==> config.mk <==
export PLATFORM = sky130hd
export DESIGN_NAME = axi_register_slice_flat
export DESIGN_NICKNAME = d
export VERILOG_FILES = /design/src/rtl/axi_register_slice_if.sv /design/src/rtl/axi_register_slice.sv /design/src/flat_wrapper.sv
export SDC_FILE = /design/constraint.sdc
export NUM_CORES = 1
export LEC_CHECK = 0
export ABC_AREA = 1
export BUFFER_PORTS_ARGS = -buffer_cell sky130_fd_sc_hd__buf_4
export CORE_ASPECT_RATIO = 1.2
export CORE_UTILIZATION = 55
export CTS_CLUSTER_DIAMETER = 200
export DETAILED_ROUTE_END_ITERATION = 8
export PLACE_DENSITY = 0.89
export SLEW_MARGIN = 20
export SYNTH_ARGS = -nofsm -noshare
export SYNTH_HDL_FRONTEND = slang
export SYNTH_SLANG_ARGS = --single-unit
export TNS_END_PERCENT = 30
==> constraint.sdc <==
create_clock -name clk -period 30.8 [get_ports clk]
set_input_delay 4.62 -clock clk [delete_from_list [all_inputs] [get_ports clk]]
set_output_delay 4.62 -clock clk [all_outputs]
set_load 0.02 [all_outputs]
==> src/rtl/axi_register_slice_if.sv <==
// AXI4 bus bundle used on both sides of axi_register_slice.
// master drives AW/W/AR payloads and B/R readies; slave drives the reverse.
interface axi_register_slice_if #(
    parameter int DATA_WIDTH = 32,
    parameter int ADDR_WIDTH = 16,
    parameter int STRB_WIDTH = DATA_WIDTH / 8,
    parameter int ID_WIDTH   = 8
);
    logic [ID_WIDTH-1:0]   awid;
    logic [ADDR_WIDTH-1:0] awaddr;
    logic [7:0]            awlen;
    logic [2:0]            awsize;
    logic [1:0]            awburst;
    logic                  awlock;
    logic [3:0]            awcache;
    logic [2:0]            awprot;
    logic                  awvalid;
    logic                  awready;

    logic [DATA_WIDTH-1:0] wdata;
    logic [STRB_WIDTH-1:0] wstrb;
    logic                  wlast;
    logic                  wvalid;
    logic                  wready;

    logic [ID_WIDTH-1:0]   bid;
    logic [1:0]            bresp;
    logic                  bvalid;
    logic                  bready;

    logic [ID_WIDTH-1:0]   arid;
    logic [ADDR_WIDTH-1:0] araddr;
    logic [7:0]            arlen;
    logic [2:0]            arsize;
    logic [1:0]            arburst;
    logic                  arlock;
    logic [3:0]            arcache;
    logic [2:0]            arprot;
    logic                  arvalid;
    logic                  arready;

    logic [ID_WIDTH-1:0]   rid;
    logic [DATA_WIDTH-1:0] rdata;
    logic [1:0]            rresp;
    logic                  rlast;
    logic                  rvalid;
    logic                  rready;

    modport master (
        output awid, awaddr, awlen, awsize, awburst, awlock, awcache, awprot, awvalid,
        input  awready,
        output wdata, wstrb, wlast, wvalid,
        input  wready,
        input  bid, bresp, bvalid,
        output bready,
        output arid, araddr, arlen, arsize, arburst, arlock, arcache, arprot, arvalid,
        input  arready,
        input  rid, rdata, rresp, rlast, rvalid,
        output rready
    );

    modport slave (
        input  awid, awaddr, awlen, awsize, awburst, awlock, awcache, awprot, awvalid,
        output awready,
        input  wdata, wstrb, wlast, wvalid,
        output wready,
        output bid, bresp, bvalid,
        input  bready,
        input  arid, araddr, arlen, arsize, arburst, arlock, arcache, arprot, arvalid,
        output arready,
        output rid, rdata, rresp, rlast, rvalid,
        input  rready
    );
endinterface

==> src/rtl/axi_register_slice.sv <==
// AXI4 register slice: one 2-entry skid buffer per channel, all handshake
// outputs driven from flops so no combinational path crosses the slice.
module axi_register_slice_skid #(
    parameter int WIDTH = 8,
    parameter bit REG   = 1'b1
) (
    input  logic             clk,
    input  logic             rst,
    input  logic [WIDTH-1:0] in_data,
    input  logic             in_valid,
    output logic             in_ready,
    output logic [WIDTH-1:0] out_data,
    output logic             out_valid,
    input  logic             out_ready
);
    typedef enum logic [1:0] {EMPTY, ONE, FULL} state_t;

    generate
        if (REG) begin : g_reg
            state_t           state, state_next;
            logic             ready_q, valid_q;
            logic [WIDTH-1:0] out_q, skid_q;
            logic             push, pop, load_out, load_skid, skid_to_out;

            assign push = in_valid & ready_q;
            assign pop  = valid_q & out_ready;

            // ready/valid are registered copies of the next-state decode
            always_ff @(posedge clk or posedge rst) begin
                if (rst) begin
                    state   <= EMPTY;
                    ready_q <= 1'b0;
                    valid_q <= 1'b0;
                end else begin
                    state   <= state_next;
                    ready_q <= (state_next != FULL);
                    valid_q <= (state_next != EMPTY);
                end
            end

            always_comb begin
                state_next  = state;
                load_out    = 1'b0;
                load_skid   = 1'b0;
                skid_to_out = 1'b0;
                case (state)
                    EMPTY: if (push) begin
                        state_next = ONE;
                        load_out   = 1'b1;
                    end
                    ONE: if (push && pop) begin
                        load_out = 1'b1;
                    end else if (push) begin
                        state_next = FULL;
                        load_skid  = 1'b1;
                    end else if (pop) begin
                        state_next = EMPTY;
                    end
                    FULL: if (pop) begin
                        state_next  = ONE;
                        skid_to_out = 1'b1;
                    end
                    default: state_next = EMPTY;
                endcase
            end

            always_ff @(posedge clk or posedge rst) begin
                if (rst) begin
                    out_q  <= '0;
                    skid_q <= '0;
                end else begin
                    if (load_out)         out_q <= in_data;
                    else if (skid_to_out) out_q <= skid_q;
                    if (load_skid)        skid_q <= in_data;
                end
            end

            assign in_ready  = ready_q;
            assign out_valid = valid_q;
            assign out_data  = out_q;
        end else begin : g_wire
            wire unused_clk_rst = ^{clk, rst};
            assign in_ready  = out_ready;
            assign out_valid = in_valid;
            assign out_data  = in_data;
        end
    endgenerate
endmodule

module axi_register_slice #(
    parameter int DATA_WIDTH = 32,
    parameter int ADDR_WIDTH = 16,
    parameter int STRB_WIDTH = DATA_WIDTH / 8,
    parameter int ID_WIDTH   = 8,
    parameter bit AW_REG     = 1'b1,
    parameter bit W_REG      = 1'b1,
    parameter bit B_REG      = 1'b1,
    parameter bit AR_REG     = 1'b1,
    parameter bit R_REG      = 1'b1
) (
    input  logic                 clk,
    input  logic                 rst,
    axi_register_slice_if.slave  s_axi,
    axi_register_slice_if.master m_axi
);
    localparam int AX_W = ID_WIDTH + ADDR_WIDTH + 8 + 3 + 2 + 1 + 4 + 3;
    localparam int W_W  = DATA_WIDTH + STRB_WIDTH + 1;
    localparam int B_W  = ID_WIDTH + 2;
    localparam int R_W  = ID_WIDTH + DATA_WIDTH + 2 + 1;

    logic [AX_W-1:0] aw_in, aw_out, ar_in, ar_out;
    logic [W_W-1:0]  w_in, w_out;
    logic [B_W-1:0]  b_in, b_out;
    logic [R_W-1:0]  r_in, r_out;

    assign aw_in = {s_axi.awid, s_axi.awaddr, s_axi.awlen, s_axi.awsize,
                    s_axi.awburst, s_axi.awlock, s_axi.awcache, s_axi.awprot};
    assign {m_axi.awid, m_axi.awaddr, m_axi.awlen, m_axi.awsize,
            m_axi.awburst, m_axi.awlock, m_axi.awcache, m_axi.awprot} = aw_out;

    assign w_in = {s_axi.wdata, s_axi.wstrb, s_axi.wlast};
    assign {m_axi.wdata, m_axi.wstrb, m_axi.wlast} = w_out;

    // B and R flow from the RAM side back toward the master
    assign b_in = {m_axi.bid, m_axi.bresp};
    assign {s_axi.bid, s_axi.bresp} = b_out;

    assign ar_in = {s_axi.arid, s_axi.araddr, s_axi.arlen, s_axi.arsize,
                    s_axi.arburst, s_axi.arlock, s_axi.arcache, s_axi.arprot};
    assign {m_axi.arid, m_axi.araddr, m_axi.arlen, m_axi.arsize,
            m_axi.arburst, m_axi.arlock, m_axi.arcache, m_axi.arprot} = ar_out;

    assign r_in = {m_axi.rid, m_axi.rdata, m_axi.rresp, m_axi.rlast};
    assign {s_axi.rid, s_axi.rdata, s_axi.rresp, s_axi.rlast} = r_out;

    axi_register_slice_skid #(.WIDTH(AX_W), .REG(AW_REG)) u_aw (
        .clk(clk), .rst(rst),
        .in_data(aw_in), .in_valid(s_axi.awvalid), .in_ready(s_axi.awready),
        .out_data(aw_out), .out_valid(m_axi.awvalid), .out_ready(m_axi.awready)
    );

    axi_register_slice_skid #(.WIDTH(W_W), .REG(W_REG)) u_w (
        .clk(clk), .rst(rst),
        .in_data(w_in), .in_valid(s_axi.wvalid), .in_ready(s_axi.wready),
        .out_data(w_out), .out_valid(m_axi.wvalid), .out_ready(m_axi.wready)
    );

    axi_register_slice_skid #(.WIDTH(B_W), .REG(B_REG)) u_b (
        .clk(clk), .rst(rst),
        .in_data(b_in), .in_valid(m_axi.bvalid), .in_ready(m_axi.bready),
        .out_data(b_out), .out_valid(s_axi.bvalid), .out_ready(s_axi.bready)
    );

    axi_register_slice_skid #(.WIDTH(AX_W), .REG(AR_REG)) u_ar (
        .clk(clk), .rst(rst),
        .in_data(ar_in), .in_valid(s_axi.arvalid), .in_ready(s_axi.arready),
        .out_data(ar_out), .out_valid(m_axi.arvalid), .out_ready(m_axi.arready)
    );

    axi_register_slice_skid #(.WIDTH(R_W), .REG(R_REG)) u_r (
        .clk(clk), .rst(rst),
        .in_data(r_in), .in_valid(m_axi.rvalid), .in_ready(m_axi.rready),
        .out_data(r_out), .out_valid(s_axi.rvalid), .out_ready(s_axi.rready)
    );
endmodule

==> src/flat_wrapper.sv <==
// flat-port wrapper written by rule: the top's interface ports become plain ports
module axi_register_slice_flat 
#(
    parameter int DATA_WIDTH = 32,
    parameter int ADDR_WIDTH = 16,
    parameter int STRB_WIDTH = DATA_WIDTH / 8,
    parameter int ID_WIDTH   = 8,
    parameter bit AW_REG     = 1'b1,
    parameter bit W_REG      = 1'b1,
    parameter bit B_REG      = 1'b1,
    parameter bit AR_REG     = 1'b1,
    parameter bit R_REG      = 1'b1
)
  (clk, rst, s_axi_awid, s_axi_awaddr, s_axi_awlen, s_axi_awsize, s_axi_awburst, s_axi_awlock, s_axi_awcache, s_axi_awprot, s_axi_awvalid, s_axi_awready, s_axi_wdata, s_axi_wstrb, s_axi_wlast, s_axi_wvalid, s_axi_wready, s_axi_bid, s_axi_bresp, s_axi_bvalid, s_axi_bready, s_axi_arid, s_axi_araddr, s_axi_arlen, s_axi_arsize, s_axi_arburst, s_axi_arlock, s_axi_arcache, s_axi_arprot, s_axi_arvalid, s_axi_arready, s_axi_rid, s_axi_rdata, s_axi_rresp, s_axi_rlast, s_axi_rvalid, s_axi_rready, m_axi_awid, m_axi_awaddr, m_axi_awlen, m_axi_awsize, m_axi_awburst, m_axi_awlock, m_axi_awcache, m_axi_awprot, m_axi_awvalid, m_axi_awready, m_axi_wdata, m_axi_wstrb, m_axi_wlast, m_axi_wvalid, m_axi_wready, m_axi_bid, m_axi_bresp, m_axi_bvalid, m_axi_bready, m_axi_arid, m_axi_araddr, m_axi_arlen, m_axi_arsize, m_axi_arburst, m_axi_arlock, m_axi_arcache, m_axi_arprot, m_axi_arvalid, m_axi_arready, m_axi_rid, m_axi_rdata, m_axi_rresp, m_axi_rlast, m_axi_rvalid, m_axi_rready);
  axi_register_slice_if #(.DATA_WIDTH(DATA_WIDTH), .ADDR_WIDTH(ADDR_WIDTH), .STRB_WIDTH(STRB_WIDTH), .ID_WIDTH(ID_WIDTH)) s_axi_i ();
  axi_register_slice_if #(.DATA_WIDTH(DATA_WIDTH), .ADDR_WIDTH(ADDR_WIDTH), .STRB_WIDTH(STRB_WIDTH), .ID_WIDTH(ID_WIDTH)) m_axi_i ();
  input  logic clk;
  input  logic rst;
  input wire logic [$bits(s_axi_i.awid)-1:0] s_axi_awid;
  input wire logic [$bits(s_axi_i.awaddr)-1:0] s_axi_awaddr;
  input wire logic [$bits(s_axi_i.awlen)-1:0] s_axi_awlen;
  input wire logic [$bits(s_axi_i.awsize)-1:0] s_axi_awsize;
  input wire logic [$bits(s_axi_i.awburst)-1:0] s_axi_awburst;
  input wire logic [$bits(s_axi_i.awlock)-1:0] s_axi_awlock;
  input wire logic [$bits(s_axi_i.awcache)-1:0] s_axi_awcache;
  input wire logic [$bits(s_axi_i.awprot)-1:0] s_axi_awprot;
  input wire logic [$bits(s_axi_i.awvalid)-1:0] s_axi_awvalid;
  output wire logic [$bits(s_axi_i.awready)-1:0] s_axi_awready;
  input wire logic [$bits(s_axi_i.wdata)-1:0] s_axi_wdata;
  input wire logic [$bits(s_axi_i.wstrb)-1:0] s_axi_wstrb;
  input wire logic [$bits(s_axi_i.wlast)-1:0] s_axi_wlast;
  input wire logic [$bits(s_axi_i.wvalid)-1:0] s_axi_wvalid;
  output wire logic [$bits(s_axi_i.wready)-1:0] s_axi_wready;
  output wire logic [$bits(s_axi_i.bid)-1:0] s_axi_bid;
  output wire logic [$bits(s_axi_i.bresp)-1:0] s_axi_bresp;
  output wire logic [$bits(s_axi_i.bvalid)-1:0] s_axi_bvalid;
  input wire logic [$bits(s_axi_i.bready)-1:0] s_axi_bready;
  input wire logic [$bits(s_axi_i.arid)-1:0] s_axi_arid;
  input wire logic [$bits(s_axi_i.araddr)-1:0] s_axi_araddr;
  input wire logic [$bits(s_axi_i.arlen)-1:0] s_axi_arlen;
  input wire logic [$bits(s_axi_i.arsize)-1:0] s_axi_arsize;
  input wire logic [$bits(s_axi_i.arburst)-1:0] s_axi_arburst;
  input wire logic [$bits(s_axi_i.arlock)-1:0] s_axi_arlock;
  input wire logic [$bits(s_axi_i.arcache)-1:0] s_axi_arcache;
  input wire logic [$bits(s_axi_i.arprot)-1:0] s_axi_arprot;
  input wire logic [$bits(s_axi_i.arvalid)-1:0] s_axi_arvalid;
  output wire logic [$bits(s_axi_i.arready)-1:0] s_axi_arready;
  output wire logic [$bits(s_axi_i.rid)-1:0] s_axi_rid;
  output wire logic [$bits(s_axi_i.rdata)-1:0] s_axi_rdata;
  output wire logic [$bits(s_axi_i.rresp)-1:0] s_axi_rresp;
  output wire logic [$bits(s_axi_i.rlast)-1:0] s_axi_rlast;
  output wire logic [$bits(s_axi_i.rvalid)-1:0] s_axi_rvalid;
  input wire logic [$bits(s_axi_i.rready)-1:0] s_axi_rready;
  output wire logic [$bits(m_axi_i.awid)-1:0] m_axi_awid;
  output wire logic [$bits(m_axi_i.awaddr)-1:0] m_axi_awaddr;
  output wire logic [$bits(m_axi_i.awlen)-1:0] m_axi_awlen;
  output wire logic [$bits(m_axi_i.awsize)-1:0] m_axi_awsize;
  output wire logic [$bits(m_axi_i.awburst)-1:0] m_axi_awburst;
  output wire logic [$bits(m_axi_i.awlock)-1:0] m_axi_awlock;
  output wire logic [$bits(m_axi_i.awcache)-1:0] m_axi_awcache;
  output wire logic [$bits(m_axi_i.awprot)-1:0] m_axi_awprot;
  output wire logic [$bits(m_axi_i.awvalid)-1:0] m_axi_awvalid;
  input wire logic [$bits(m_axi_i.awready)-1:0] m_axi_awready;
  output wire logic [$bits(m_axi_i.wdata)-1:0] m_axi_wdata;
  output wire logic [$bits(m_axi_i.wstrb)-1:0] m_axi_wstrb;
  output wire logic [$bits(m_axi_i.wlast)-1:0] m_axi_wlast;
  output wire logic [$bits(m_axi_i.wvalid)-1:0] m_axi_wvalid;
  input wire logic [$bits(m_axi_i.wready)-1:0] m_axi_wready;
  input wire logic [$bits(m_axi_i.bid)-1:0] m_axi_bid;
  input wire logic [$bits(m_axi_i.bresp)-1:0] m_axi_bresp;
  input wire logic [$bits(m_axi_i.bvalid)-1:0] m_axi_bvalid;
  output wire logic [$bits(m_axi_i.bready)-1:0] m_axi_bready;
  output wire logic [$bits(m_axi_i.arid)-1:0] m_axi_arid;
  output wire logic [$bits(m_axi_i.araddr)-1:0] m_axi_araddr;
  output wire logic [$bits(m_axi_i.arlen)-1:0] m_axi_arlen;
  output wire logic [$bits(m_axi_i.arsize)-1:0] m_axi_arsize;
  output wire logic [$bits(m_axi_i.arburst)-1:0] m_axi_arburst;
  output wire logic [$bits(m_axi_i.arlock)-1:0] m_axi_arlock;
  output wire logic [$bits(m_axi_i.arcache)-1:0] m_axi_arcache;
  output wire logic [$bits(m_axi_i.arprot)-1:0] m_axi_arprot;
  output wire logic [$bits(m_axi_i.arvalid)-1:0] m_axi_arvalid;
  input wire logic [$bits(m_axi_i.arready)-1:0] m_axi_arready;
  input wire logic [$bits(m_axi_i.rid)-1:0] m_axi_rid;
  input wire logic [$bits(m_axi_i.rdata)-1:0] m_axi_rdata;
  input wire logic [$bits(m_axi_i.rresp)-1:0] m_axi_rresp;
  input wire logic [$bits(m_axi_i.rlast)-1:0] m_axi_rlast;
  input wire logic [$bits(m_axi_i.rvalid)-1:0] m_axi_rvalid;
  output wire logic [$bits(m_axi_i.rready)-1:0] m_axi_rready;
  assign s_axi_i.awid = s_axi_awid;
  assign s_axi_i.awaddr = s_axi_awaddr;
  assign s_axi_i.awlen = s_axi_awlen;
  assign s_axi_i.awsize = s_axi_awsize;
  assign s_axi_i.awburst = s_axi_awburst;
  assign s_axi_i.awlock = s_axi_awlock;
  assign s_axi_i.awcache = s_axi_awcache;
  assign s_axi_i.awprot = s_axi_awprot;
  assign s_axi_i.awvalid = s_axi_awvalid;
  assign s_axi_awready = s_axi_i.awready;
  assign s_axi_i.wdata = s_axi_wdata;
  assign s_axi_i.wstrb = s_axi_wstrb;
  assign s_axi_i.wlast = s_axi_wlast;
  assign s_axi_i.wvalid = s_axi_wvalid;
  assign s_axi_wready = s_axi_i.wready;
  assign s_axi_bid = s_axi_i.bid;
  assign s_axi_bresp = s_axi_i.bresp;
  assign s_axi_bvalid = s_axi_i.bvalid;
  assign s_axi_i.bready = s_axi_bready;
  assign s_axi_i.arid = s_axi_arid;
  assign s_axi_i.araddr = s_axi_araddr;
  assign s_axi_i.arlen = s_axi_arlen;
  assign s_axi_i.arsize = s_axi_arsize;
  assign s_axi_i.arburst = s_axi_arburst;
  assign s_axi_i.arlock = s_axi_arlock;
  assign s_axi_i.arcache = s_axi_arcache;
  assign s_axi_i.arprot = s_axi_arprot;
  assign s_axi_i.arvalid = s_axi_arvalid;
  assign s_axi_arready = s_axi_i.arready;
  assign s_axi_rid = s_axi_i.rid;
  assign s_axi_rdata = s_axi_i.rdata;
  assign s_axi_rresp = s_axi_i.rresp;
  assign s_axi_rlast = s_axi_i.rlast;
  assign s_axi_rvalid = s_axi_i.rvalid;
  assign s_axi_i.rready = s_axi_rready;
  assign m_axi_awid = m_axi_i.awid;
  assign m_axi_awaddr = m_axi_i.awaddr;
  assign m_axi_awlen = m_axi_i.awlen;
  assign m_axi_awsize = m_axi_i.awsize;
  assign m_axi_awburst = m_axi_i.awburst;
  assign m_axi_awlock = m_axi_i.awlock;
  assign m_axi_awcache = m_axi_i.awcache;
  assign m_axi_awprot = m_axi_i.awprot;
  assign m_axi_awvalid = m_axi_i.awvalid;
  assign m_axi_i.awready = m_axi_awready;
  assign m_axi_wdata = m_axi_i.wdata;
  assign m_axi_wstrb = m_axi_i.wstrb;
  assign m_axi_wlast = m_axi_i.wlast;
  assign m_axi_wvalid = m_axi_i.wvalid;
  assign m_axi_i.wready = m_axi_wready;
  assign m_axi_i.bid = m_axi_bid;
  assign m_axi_i.bresp = m_axi_bresp;
  assign m_axi_i.bvalid = m_axi_bvalid;
  assign m_axi_bready = m_axi_i.bready;
  assign m_axi_arid = m_axi_i.arid;
  assign m_axi_araddr = m_axi_i.araddr;
  assign m_axi_arlen = m_axi_i.arlen;
  assign m_axi_arsize = m_axi_i.arsize;
  assign m_axi_arburst = m_axi_i.arburst;
  assign m_axi_arlock = m_axi_i.arlock;
  assign m_axi_arcache = m_axi_i.arcache;
  assign m_axi_arprot = m_axi_i.arprot;
  assign m_axi_arvalid = m_axi_i.arvalid;
  assign m_axi_i.arready = m_axi_arready;
  assign m_axi_i.rid = m_axi_rid;
  assign m_axi_i.rdata = m_axi_rdata;
  assign m_axi_i.rresp = m_axi_rresp;
  assign m_axi_i.rlast = m_axi_rlast;
  assign m_axi_i.rvalid = m_axi_rvalid;
  assign m_axi_rready = m_axi_i.rready;
  axi_register_slice #(.DATA_WIDTH(DATA_WIDTH), .ADDR_WIDTH(ADDR_WIDTH), .STRB_WIDTH(STRB_WIDTH), .ID_WIDTH(ID_WIDTH), .AW_REG(AW_REG), .W_REG(W_REG), .B_REG(B_REG), .AR_REG(AR_REG), .R_REG(R_REG)) u_core (.clk(clk), .rst(rst), .s_axi(s_axi_i), .m_axi(m_axi_i));
endmodule
==> summary.md <==
| Metric | Value |
|---|---|
| Status | complete, no violations |
| DRC viols | 0 |
| RR Startpoint | u_core.u_ar.in_ready$_DFF_PP0_ |
| Mapped Nets | 2,067 |
| Clock skew | 8.41 ps |
| Clock Path Buffers | 3 |
| Core Region | 28,800 um2 |
| Final hold violations | 0 |
| Final HPWL DP | 28,100 um |
| Pre-antenna DRT Iters | 6 |
| Critical Path RT | 31,240 ps |
| Mean routed wirelength per cell | 17.0 um |
| First-pass GRT wire length | 70,300 um |
| Max_slew headroom | 23.7% |
| TritonCTS buffer count | 37 |
| Slew Limit Fails | 0 |
| Cells after synthesis | 1,875 |
| Vias in the first global route | 14,093 |
| Drt first-iter violations | 1,295 |
| Top Family by Delay on Critical Path | simple AND/OR/NAND/NOR gates |
| Setup Fix Bufs, Post-CTS | 0 |
| Post-synth top area share | 59.0% |
| Worst-path cell chain | buf_4, nand2_1, nor2_4, nand3_2, inv_2, nand2_1, nand2_1 |
| Share of layout cells above drive strength 1 | 21.2% |
| Critical path's slowest cell | nand3_2 |
| Seq/Total Area, Yosys | 59.0% |
| H-tree depth | 2 |
| Avg Inst Size Synth | 8.60 um2 |
| Die width | 158 um |
| Port bufs | 381 |
| CP startpoint kind | input port |
| Critical path class | in2reg |
| CP max FO | 47 |
| FMAX | 132 MHz |
| Die height | 190 um |
| Top cells by area, synth | dfrtp_1 59%, nand3_1 18%, nand2_1 14% |
| Root buffer cell | clkbuf_16 |
| PwrDens | 110 nW/um2 |
| Num rows | 68 |
| Vias after detailed routing | 14,756 |
| CTS tree | yes |
| Top cell by count, worst path | nand2_1 |
| Worst-Skew Late Latency | 510 ps |
| Peak supply drop | 87.4 uV |
| WP depth | 7 |
| Worst R2R Path Depth | 6 |
| Worst Setup SP | s_axi_arvalid |
| CP Capture Type | flip-flop |
| Total wire length | 44,200 um |
| Total die area | 30,000 um2 |
| Post-cts resize count | 0 |
| Initial antenna violation count | 4 |
| Netlist cell types | 19 |
| Gr usage total | 29.4% |
| I/O pin cnt | 382 |
| CTS hold repair buffers | 0 |
| Hold WC Path Type | reg2reg |
| Synthesized cell area | 16,100 um2 |
| Buffers & Inverters on Critical Path | 2 |
| Setup tns final | 0 ps |
| Max incr delay on CP | 1050 ps |
| Clk sinks | 380 |
| Initial core utilization | 56.1% |
| MaxCap Viol Count | 0 |
| Final instance area | 20,100 um2 |
| Worst Max-Slew Pin Slew | 1140 ps |
| Clock transition at the registers of the reported paths | 60 ps |
| Period utilization | 24.5% |
| Post-route ant nets | 0 |
| Yosys warning count | 0 |
| Via density | 5.69 |
| Placed cell area | 19,000 um2 |
| GPL Wtd Cong | 0.879 |
| Final net count | 2,373 |
| Largest net degree at the start of global routing | 157 |
| Synth Register Bits | 380 |
| Crit path time final | 7560 ps |
| Static Leakage | 10.6 nW |
| Fill count | 2,127 |
| Area grow syn2layout | 24.7% |
| Min-Delay Path Depth | 2 |
| Setup violations, final | 0 |
| Hold Startpoint | u_core.u_w.g_reg.skid_q[28]$_DFFE_PP0P_ |
| GR Overflow Total | 0 |
| Cell taking the most area after synthesis | dfrtp_1 |
| RSZ-0062 raised after global routing | no |
| WP data arrival | 8000 ps |
[worst paths after layout]
path | slack [ps] | endpoint
min in group asynchronous | 4230 | u_core.u_w.g_reg.skid_q[10]$_DFFE_PP0P_
hold reg to reg | 470 | u_core.u_w.g_reg.skid_q[28]$_DFFE_PP0P_
max in group asynchronous | 24400 | u_core.u_aw.out_data[7]$_DFFE_PP0P_
setup reg to reg | 26950 | u_core.u_ar.g_reg.skid_q[39]$_DFFE_PP0P_
hold / removal | 470 | u_core.u_w.g_reg.skid_q[28]$_DFFE_PP0P_
setup / recovery | 23240 | u_core.u_ar.g_reg.skid_q[39]$_DFFE_PP0P_
[cells by family after synthesis]
| logic type | Yosys count | synth area share (%) |
|---|---|---|
| AND/OR/NAND/NOR | 1228 | 33.4 |
| buffers and inverters | 213 | 5.89 |
| flip-flops | 380 | 59.0 |
| AO/OA/AOI/OAI | 54 | 1.75 |
[where the power goes]
| part | switching (mW) | internal (mW) |
|---|---|---|
| clock | 0.183 | 0.239 |
| combinational | 0.565 | 0.332 |
| sequential | 0.148 | 0.738 |
[routing by layer]
metal | global-route usage, % | vias to the layer above | part of all wire [%]
met5 | 0 | - | 0.027
met4 | 14.9 | 2 | 5.0
met3 | 6.67 | 154 | 9.0
met2 | 48.0 | 772 | 50
met1 | 36.7 | 7086 | 36
li1 | - | 6742 | -
[sequential cells by signal (all words and copies together), names as in the netlist, 2 cells and up]
name,cells
u_core.u_ar.g_reg.state,2
u_core.u_aw.out_data,45
u_core.u_w.g_reg.skid_q,37
u_core.u_ar.g_reg.skid_q,45
u_core.u_ar.out_data,45
u_core.u_r.g_reg.skid_q,43
u_core.u_aw.g_reg.state,2
u_core.u_w.out_data,37
u_core.u_b.g_reg.state,2
u_core.u_r.g_reg.state,2
u_core.u_b.g_reg.skid_q,10
u_core.u_b.out_data,10
u_core.u_aw.g_reg.skid_q,45
u_core.u_r.out_data,43
u_core.u_w.g_reg.state,2
[cell usage after synthesis, drive strengths merged]
master	number
nand2	622
nand3	585
dfrtp	380
buf	95
inv	84
o21ai	53
clkbuf	33
nor2	21
a21oi	1
clkinv	1
[tightest hold or removal path, cell delays in order (launching register included)]
cell and delay (ps):
dfrtp_1 340, nand2_1 50, nand2_1 50
[through the flow]
stage          cells  setup slack, ps  total power [mW]  utilization [%]  hold WS (ps)
2_1_floorplan   1875            15620              1.43                -           442
3_3_place_gp    2526            22930              1.73             65.9           453
3_5_place_dp    2526            22850              1.77             65.9           458
4_1_cts         2590            23320              2.20             69.8           474
5_1_grt         2591            23000              2.34             69.9           489
6_report        2594            23240              2.20             69.9           471
[final cells by class]
type | count | area, um2 | share of cell area, %
Antenna cell | 3 | 7.51 | 0.0373
Multi-Input combinational cell | 1282 | 5680 | 28.3
Timing Repair Buffer | 395 | 2990 | 14.9
Tap cell | 385 | 482 | 2.40
Clock inverter | 5 | 25.0 | 0.124
Sequential cell | 380 | 9510 | 47.3
Clock buffer | 59 | 1080 | 5.36
Inverter | 85 | 332 | 1.65
[placed cells by master (no fill, tap or decap)]
cell type	netlist	layout
nor2_2	3	2
o21ai_0	23	23
a21oi_1	1	1
clkbuf_1	33	15
o21ai_1	27	27
clkinv_2	0	5
buf_16	0	1
clkinv_8	0	1
o21ai_2	3	3
buf_4	5	393
nand3_1	582	582
buf_6	3	1
clkbuf_8	0	7
dfrtp_1	380	380
diode_2	0	3
inv_1	79	77
nand2_1	617	615
nor2_4	1	3
nor2_1	17	16
nand3_2	3	3
clkbuf_16	0	37
nand2_2	5	7
inv_2	5	5
clkinv_1	1	2
(Power assumes the default switching activity.)
